File: config.mk
export PLATFORM = sky130hd
export DESIGN_NAME = wave_env
export DESIGN_NICKNAME = d
export VERILOG_FILES = /design/src/rtl/wave_env.sv
export SDC_FILE = /design/constraint.sdc
export NUM_CORES = 1
export LEC_CHECK = 0
export CORE_MARGIN = 2
export CORE_UTILIZATION = 50
export DETAILED_ROUTE_END_ITERATION = 8
export PLACE_DENSITY_LB_ADDON = 0.2
export SLEW_MARGIN = 20
export SYNTH_ARGS = -nofsm -noshare
export SYNTH_HDL_FRONTEND = slang
export SYNTH_SLANG_ARGS = --single-unit
export TNS_END_PERCENT = 5
File: constraint.sdc
create_clock -name clk -period 9.6 [get_ports clk]
set_clock_uncertainty 0.05 [all_clocks]
set_input_delay 1.44 -clock clk [delete_from_list [all_inputs] [get_ports clk]]
set_output_delay 1.44 -clock clk [all_outputs]
set_load 0.005 [all_outputs]
File: src/rtl/wave_env.sv
// wave_env: shapes an oscillator phase into saw/square/triangle/silence and scales it by an ADSR envelope.
// Latency: sample_dv pulses two clock edges after the edge that samples phase_dv=1 (shape/env -> multiply -> output).
// Backpressure: none; one phase_dv per cycle is accepted and every tick yields exactly one sample_dv, in order.
//
// Ports:
//   clk, rst_n                   clock (rising edge) and asynchronous active-low reset
//   phase[6:0], phase_dv         oscillator phase and its one-cycle sample tick
//   wave_sel[1:0]                0 saw, 1 square, 2 triangle, 3 silence
//   gate                         note held / released
//   attack/decay/release_step    envelope increments applied per tick
//   sustain_lvl                  sustain level (tracked live while sustaining)
//   sample[7:0], sample_dv       offset-binary output (midscale 8'h80) and its qualifying pulse
//   env[7:0], env_state[2:0]     current envelope level and state (IDLE=0 .. RELEASE=4)
module wave_env (
  input  logic       clk,
  input  logic       rst_n,
  input  logic [6:0] phase,
  input  logic       phase_dv,
  input  logic [1:0] wave_sel,
  input  logic       gate,
  input  logic [7:0] attack_step,
  input  logic [7:0] decay_step,
  input  logic [7:0] release_step,
  input  logic [7:0] sustain_lvl,
  output logic [7:0] sample,
  output logic       sample_dv,
  output logic [7:0] env,
  output logic [2:0] env_state
);

  typedef enum logic [2:0] {
    ST_IDLE    = 3'd0,
    ST_ATTACK  = 3'd1,
    ST_DECAY   = 3'd2,
    ST_SUSTAIN = 3'd3,
    ST_RELEASE = 3'd4
  } env_state_t;

  env_state_t  r_state;
  env_state_t  w_state_nxt;
  logic [7:0]  r_env;
  logic [7:0]  w_env_nxt;
  logic        r_gate_q;

  // stage 1 -> stage 2 -> output pipeline
  logic [7:0]  r_wave;
  logic        r_s1_vld;
  logic [7:0]  r_prod_hi;
  logic        r_s2_vld;
  logic [7:0]  r_sample;
  logic        r_sample_dv;

  logic [7:0]  w_wave;
  logic        w_gate_rise;
  logic [8:0]  w_att_sum;
  logic [8:0]  w_dec_diff;
  logic [8:0]  w_rel_diff;
  logic [8:0]  w_s;
  logic [17:0] w_mul_a;
  logic [17:0] w_mul_b;
  logic [17:0] w_prod;
  logic        w_unused;

  // ---------------- stage 1: waveform shaping ----------------
  always_comb begin
    w_wave = 8'h80;
    case (wave_sel)
      2'd0:    w_wave = {phase, phase[6]};
      2'd1:    w_wave = phase[6] ? 8'hFF : 8'h00;
      2'd2:    w_wave = {(phase[6] ? ~phase[5:0] : phase[5:0]), 2'b00};
      default: w_wave = 8'h80;
    endcase
  end

  // ---------------- stage 1: envelope FSM ----------------
  assign w_gate_rise = gate & ~r_gate_q;
  // 9-bit arithmetic: bit 8 is the carry (attack) or borrow (decay/release)
  assign w_att_sum  = {1'b0, r_env} + {1'b0, attack_step};
  assign w_dec_diff = {1'b0, r_env} - {1'b0, decay_step};
  assign w_rel_diff = {1'b0, r_env} - {1'b0, release_step};

  always_comb begin
    w_state_nxt = r_state;
    w_env_nxt   = r_env;
    if (w_gate_rise) begin
      // retrigger from the current level; edge wins over any step completion
      w_state_nxt = ST_ATTACK;
    end else begin
      case (r_state)
        ST_IDLE: begin
          w_env_nxt = 8'h00;
        end
        ST_ATTACK: begin
          if (!gate) begin
            w_state_nxt = ST_RELEASE;
          end else if (w_att_sum[8] || (w_att_sum[7:0] == 8'hFF)) begin
            w_env_nxt   = 8'hFF;
            w_state_nxt = ST_DECAY;
          end else begin
            w_env_nxt = w_att_sum[7:0];
          end
        end
        ST_DECAY: begin
          if (!gate) begin
            w_state_nxt = ST_RELEASE;
          end else if (w_dec_diff[8] || (w_dec_diff[7:0] <= sustain_lvl)) begin
            w_env_nxt   = sustain_lvl;
            w_state_nxt = ST_SUSTAIN;
          end else begin
            w_env_nxt = w_dec_diff[7:0];
          end
        end
        ST_SUSTAIN: begin
          if (!gate) begin
            w_state_nxt = ST_RELEASE;
          end else begin
            w_env_nxt = sustain_lvl;
          end
        end
        ST_RELEASE: begin
          if (w_rel_diff[8] || (w_rel_diff[7:0] == 8'h00)) begin
            w_env_nxt   = 8'h00;
            w_state_nxt = ST_IDLE;
          end else begin
            w_env_nxt = w_rel_diff[7:0];
          end
        end
        default: begin
          w_env_nxt   = 8'h00;
          w_state_nxt = ST_IDLE;
        end
      endcase
    end
  end

  always_ff @(posedge clk or negedge rst_n) begin
    if (!rst_n) begin
      r_state  <= ST_IDLE;
      r_env    <= 8'h00;
      r_gate_q <= 1'b0;
      r_wave   <= 8'h00;
      r_s1_vld <= 1'b0;
    end else begin
      r_s1_vld <= phase_dv;
      if (phase_dv) begin
        r_state  <= w_state_nxt;
        r_env    <= w_env_nxt;
        r_gate_q <= gate;
        r_wave   <= w_wave;
      end
    end
  end

  // ---------------- stage 2: signed scale by envelope ----------------
  // s = wave - 128 as 9-bit two's complement; operands sign/zero-extended to
  // 18 bits so the unsigned multiply yields the signed product modulo 2^18.
  assign w_s     = {1'b0, r_wave} - 9'd128;
  assign w_mul_a = {{9{w_s[8]}}, w_s};
  assign w_mul_b = {10'd0, r_env};
  assign w_prod  = w_mul_a * w_mul_b;
  // prod >>> 8 fits in [-128, 126]; its low byte plus 0x80 is the offset-binary result
  assign w_unused = ^{w_prod[17:16], w_prod[7:0]};

  always_ff @(posedge clk or negedge rst_n) begin
    if (!rst_n) begin
      r_prod_hi <= 8'h00;
      r_s2_vld  <= 1'b0;
    end else begin
      r_s2_vld <= r_s1_vld;
      if (r_s1_vld) begin
        r_prod_hi <= w_prod[15:8];
      end
    end
  end

  // ---------------- output register ----------------
  always_ff @(posedge clk or negedge rst_n) begin
    if (!rst_n) begin
      r_sample    <= 8'h80;
      r_sample_dv <= 1'b0;
    end else begin
      r_sample_dv <= r_s2_vld;
      if (r_s2_vld) begin
        r_sample <= r_prod_hi + 8'h80;
      end
    end
  end

  assign sample    = r_sample;
  assign sample_dv = r_sample_dv;
  assign env       = r_env;
  assign env_state = r_state;

endmodule

* After elaboration in Yosys (flattened, before gate mapping) *
Index checks and enable logic that the tools add are counted.

operators by class
  add/sub/neg operators = 5
  multiply operators = 1
  divide/modulo/power cells = 0
  magnitude comparators = 1
  eq/ne operators = 15
  shift-type cells = 0
  mux-type cells = 18
  bitwise operators = 4
  reduce and logical (&&, ||, !) cells = 8

operators by type and width
  operator             count
  $mux 8               7
  $pmux 8 s4           1
  $pmux 8 s3           1
  $mux 3               7
  $sub 8x8->9          2
  $mul 9x9->16         1
  $pmux 3 s5           1
  $add 8x8->9          1
  $sub 8x8->9 const B  1
  $add 8x8->8 const B  1
  $eq 8x8->1 const B   1
  $le 8x8->1           1
  $logic_not 8->1      1
  $ne 2x2->1 const B   4
  $ne 4x4->1 const B   2
  $eq 3x2->1 const B   2
  $mux 6               1
  $ne 3x3->1 const B   2
  $not 6->6            1
  $reduce_and 6->1     1
  $reduce_and 5->1     1
  $eq 3x1->1 const B   1
  $eq 3x3->1 const B   1
  $logic_not 3->1      1
  6 further kinds      9

storage, ports and cells
  bits in registers = 39
  bits in latches = 0
  RAM bits = 0
  memory bits (read-only) = 0
  input port bits = 45
  output and inout bits = 20
  logic and storage cells = 61
  memories = 0

* Depth between registers and ports, before layout *
  depth in word-level cells = 7
  gate-level depth with buffers = 19
  mapped depth without buffers = 19

* Least setup slack after synthesis *
Ideal clock, no wire load.

  path kind = input to register
  start = in decay_step[1]
  end = reg r_env[5], in the netlist env[5]
  library setup time = 129 ps
  arrival = 4551 ps
  required time = 9421 ps
  slack = 4870 ps
  stages on the path = 15
  path buffers = 0
  cell sequence = inv_1 ha_1 nor2b_1 o21ai_1 a21oi_1 o41ai_1 xnor2_1 ha_1 nand4_1 a21oi_2 a2111oi_4 nor4_4 mux2_4 a2111oi_2 nor2_1

between the ends
  longest elaborated chain between the ends = 6

ends and longest elaborated chain
  item                    line  text
  start: declaration      22    input logic [7:0] decay_step,
  $sub 8x8->9 *           79    assign w_dec_diff = {1'b0, r_env} - {1'b0, decay_step};
  $le 8x8->1              106   end else if (w_dec_diff[8] || (w_dec_diff[7:0] <= sustain_lvl)) begin
  $logic_or 1x1->1        106
  $mux 8 *                106
  $mux 8 *                104   if (!gate) begin
  $pmux 8 s4 *            89    case (r_state)
  end signal: assignment  147   r_env <= w_env_nxt;
  end: declaration        41    logic [7:0] r_env;

Every way passes the cells marked *; elsewhere a longest branch is shown, timed or not. The select of a mux whose other input is x is not followed.
A chain may end at the register's enable or synchronous reset.

* Worst setup path in the final report *
  start = in decay_step[0]
  end = reg r_env[5], in the netlist env[5]

Same word-level chain as after synthesis.

==> flow_metrics.env <==
export IMPL_status="completed"
export IMPL_synthArstFlopShare_pct=100
export IMPL_cts_buffers=5
export IMPL_synth_nets=779
export IMPL_p_per_area_nw_per_um2=159
export IMPL_p_clk_share_pct=13.8
export IMPL_hold_path_startpoint="r_prod_hi[7]"
export IMPL_p_leak_nw=3.01
export IMPL_path_max_fanout=9
export IMPL_cts_hold_buf=0
export IMPL_io_pins=65
export IMPL_setup_viol_count_final=0
export IMPL_ys_seq_elements=39
export IMPL_cts_htree_levels=2
export IMPL_p_sw_share_pct=41.7
export IMPL_grt_start_max_net_pins=40
export IMPL_synth_seq_area_share_pct=17.9
export IMPL_path_clk_slew_ns=0.07
export IMPL_core_area_um2=10700
export IMPL_timing_rr_start="env[1]"
export IMPL_hold_viol=0
export IMPL_hp_class="reg -> reg"
export IMPL_setup_tns_ns=0
export IMPL_syn_cell_area_um2=5460
export IMPL_worstSkewPairLatency_ns=0.29
export IMPL_rsz0062_at_grt="false"
export IMPL_area_growth_pct=16.0
export IMPL_cp_buffers_inverters=2
export IMPL_placed_area_um2=6210
export IMPL_finalHoldWorstSlack_ns=0.375
export IMPL_path_delay_family="compound AO/OA/AOI/OAI gates"
export IMPL_internal_power_mw=0.588
export IMPL_cp_required_ns=9.73
export IMPL_post_cts_buffers=0
export IMPL_start_util_pct=50.8
export IMPL_path_class="in -> reg"
export IMPL_clk_path_buf_depth=2
export IMPL_grt_remaining_overflow=0
export IMPL_combPwrFrac_pct=59.4
export IMPL_die_area_um2=11800
export IMPL_yosys_most_used_dff="dfrtp_1"
export IMPL_max_freq_mhz=189
export IMPL_final_max_slew_violation_count=0
export IMPL_finalPower_mw=1.01
export IMPL_port_buffers=64
export IMPL_design_area_um2=6330
export IMPL_drive_gt1_share_pct=6.19
export IMPL_drc_errors=0
export IMPL_max_slew_margin_pct=41.8
export IMPL_worstPathCellList="clkdlybuf4s50_1 > ha_1 > inv_1 > fa_1 > a21oi_1 > o211ai_1 > nor2_1 > xnor2_1 > ha_1 > nand4_1 > a21oi_2 > a2111oi_4 > nor4_4 > mux2_4 > a2111oi_2 > nor2_1"
export IMPL_die_w_um=108
export IMPL_die_y_um=108
export IMPL_start_kind="primary input"
export IMPL_tightestPinTransition_ns=0.871
export IMPL_antenna_found_initial=0
export IMPL_clkSinkCount=39
export IMPL_ir_worst_vdd_uv=122
export IMPL_synth_edf_count=0
export IMPL_maxCapViolCount=0
export IMPL_routabilityCongestion=0.921
export IMPL_yosys_warnings=0
export IMPL_nets=835
export IMPL_track_usage_pct=21.9
export IMPL_synth_area_per_cell_um2=8.79
export IMPL_p_seq_share_pct=26.9
export IMPL_cp_startpoint="decay_step[0]"
export IMPL_critPathCaptureType="flop"
export IMPL_synth_cell_type_count=59
export IMPL_fin_crit_ns=5.28
export IMPL_slowest_delay_ns=0.66
export IMPL_first_pass_iters=4
export IMPL_cts_tree="done"
export IMPL_dr_total_vias=4373
export IMPL_wl_um=12000
export IMPL_grt_pass1_wl_um=20500
export IMPL_num_rows=38
export IMPL_wl_per_cell_um=14.7
export IMPL_hpwl_um=9930
export IMPL_p_switching_mw=0.421
export IMPL_num_antenna_cells=0
export IMPL_slowest_stage="nor4_4"
export IMPL_dr_first_iter_drc_count=195
export IMPL_grt_pass1_vias=4581
export IMPL_ant_nets=0
export IMPL_root_buffer="clkbuf_8"
export IMPL_post_route_period_util_pct=55.0
export IMPL_cts_resized=0
export IMPL_netlist_instances=621
export IMPL_cp_arrival_ns=5.41
export IMPL_via_per_inst=5.35
## power by group through the flow
| stage | clock network (mW) | logic (mW) | registers (mW) |
|---|---|---|---|
| after floorplan | 0 | 0.455 | 0.244 |
| after global placement | 0 | 0.583 | 0.272 |
| after detailed placement | 0 | 0.608 | 0.276 |
| after CTS | 0.142 | 0.610 | 0.272 |
| after global routing | 0.151 | 0.689 | 0.279 |
| final | 0.139 | 0.599 | 0.271 |
## cells in the final DEF, fill, tap and decap left out, types with 3 or more instances in the layout
master | synthesis | final
a21oi_1 | 37 | 37
nand3_1 | 5 | 5
fa_1 | 54 | 54
and2_1 | 35 | 35
a21oi_2 | 3 | 3
clkdlybuf4s50_1 | 0 | 63
nor2b_1 | 18 | 18
dfrtp_1 | 38 | 38
mux2_2 | 13 | 13
nor3_1 | 10 | 10
xor2_1 | 10 | 10
o211ai_1 | 5 | 5
o21ai_0 | 21 | 21
xnor2_1 | 16 | 16
a21o_1 | 5 | 5
o21a_1 | 6 | 6
mux2i_1 | 7 | 7
nand2b_1 | 6 | 6
nor2_1 | 41 | 41
o21ai_1 | 12 | 12
inv_1 | 107 | 107
clkbuf_8 | 0 | 6
nand2_1 | 43 | 43
a221oi_1 | 4 | 4
ha_1 | 59 | 59
nand4_1 | 4 | 4
a211oi_1 | 3 | 3
o31ai_1 | 3 | 3
## cell families after synthesis
| family | count (synthesis) | synth area share [%] |
|---|---|---|
| buf+inv | 124 | 8.55 |
| simple gates | 176 | 16.6 |
| xor+xnor | 26 | 4.17 |
| compound gates | 120 | 14.7 |
| mux | 23 | 4.72 |
| flops | 39 | 17.9 |
| fa+ha+maj | 113 | 33.3 |
## sequential cells by signal (all words and copies together) (netlist names)
name       flops
sample         8
r_prod_hi      8
r_s2_vld       1
r_gate_q       1
r_wave         8
env            8
r_s1_vld       1
env_state      3
sample_dv      1
## layout make-up
| type | count | area, um2 |
|---|---|---|
| Clock buffer | 6 | 82.6 |
| Clock inverter | 2 | 35.0 |
| Fill cell | 982 | 4410 |
| Inverter | 108 | 405 |
| Multi-Input combinational cell | 458 | 4010 |
| Sequential cell | 39 | 977 |
| Tap cell | 140 | 175 |
| Timing Repair Buffer | 65 | 643 |
## routing by layer
layer	share of wire (%)	track usage (%)	vias to the layer above
li1	-	-	2165
met1	42	25.3	2106
met2	53	41.6	80
met3	3.0	2.65	22
met4	2.3	7.14	0
met5	0	0	-
## cell usage after synthesis (4+ instances only)
master      n  area (um2)
inv_1     107         402
ha_1       59         738
fa_1       54        1080
nand2_1    43         161
nor2_1     41         154
dfrtp_1    38         951
a21oi_1    37         185
and2_1     35         219
o21ai_0    21         105
nor2b_1    18         113
xnor2_1    16         140
clkbuf_1   15        56.3
mux2_2     13         146
o21ai_1    12        60.1
nor3_1     10        50.1
xor2_1     10        87.6
mux2i_1     7        70.1
nand2b_1    6        37.5
o21a_1      6        45.0
a21o_1      5        37.5
nand3_1     5        25.0
o211ai_1    5        37.5
a221oi_1    4        35.0
nand4_1     4        25.0
## metrics by stage
step / cells / setup WS [ns] / util (%)
finish: 818 / 4.32 / 58.9
detailed placement: 810 / 3.99 / 57.8
floorplan: 621 / 4.87 / -
global route: 818 / 4.03 / 58.9
global placement: 810 / 4.20 / 57.8
CTS: 818 / 4.29 / 58.9
## final timing paths
path / endpoint / slack, ns / cells after the start
max: env[5] / 4.32 / 16
min in group asynchronous: sample[2] / 1.19 / 1
min reg2reg: sample[7] / 0.37 / 1
max reg2reg: r_prod_hi[7] / 4.43 / 17
max in group asynchronous: r_gate_q / 7.78 / 1
min: sample[7] / 0.37 / 1
No activity file was read; power rests on OpenSTA's default activity.
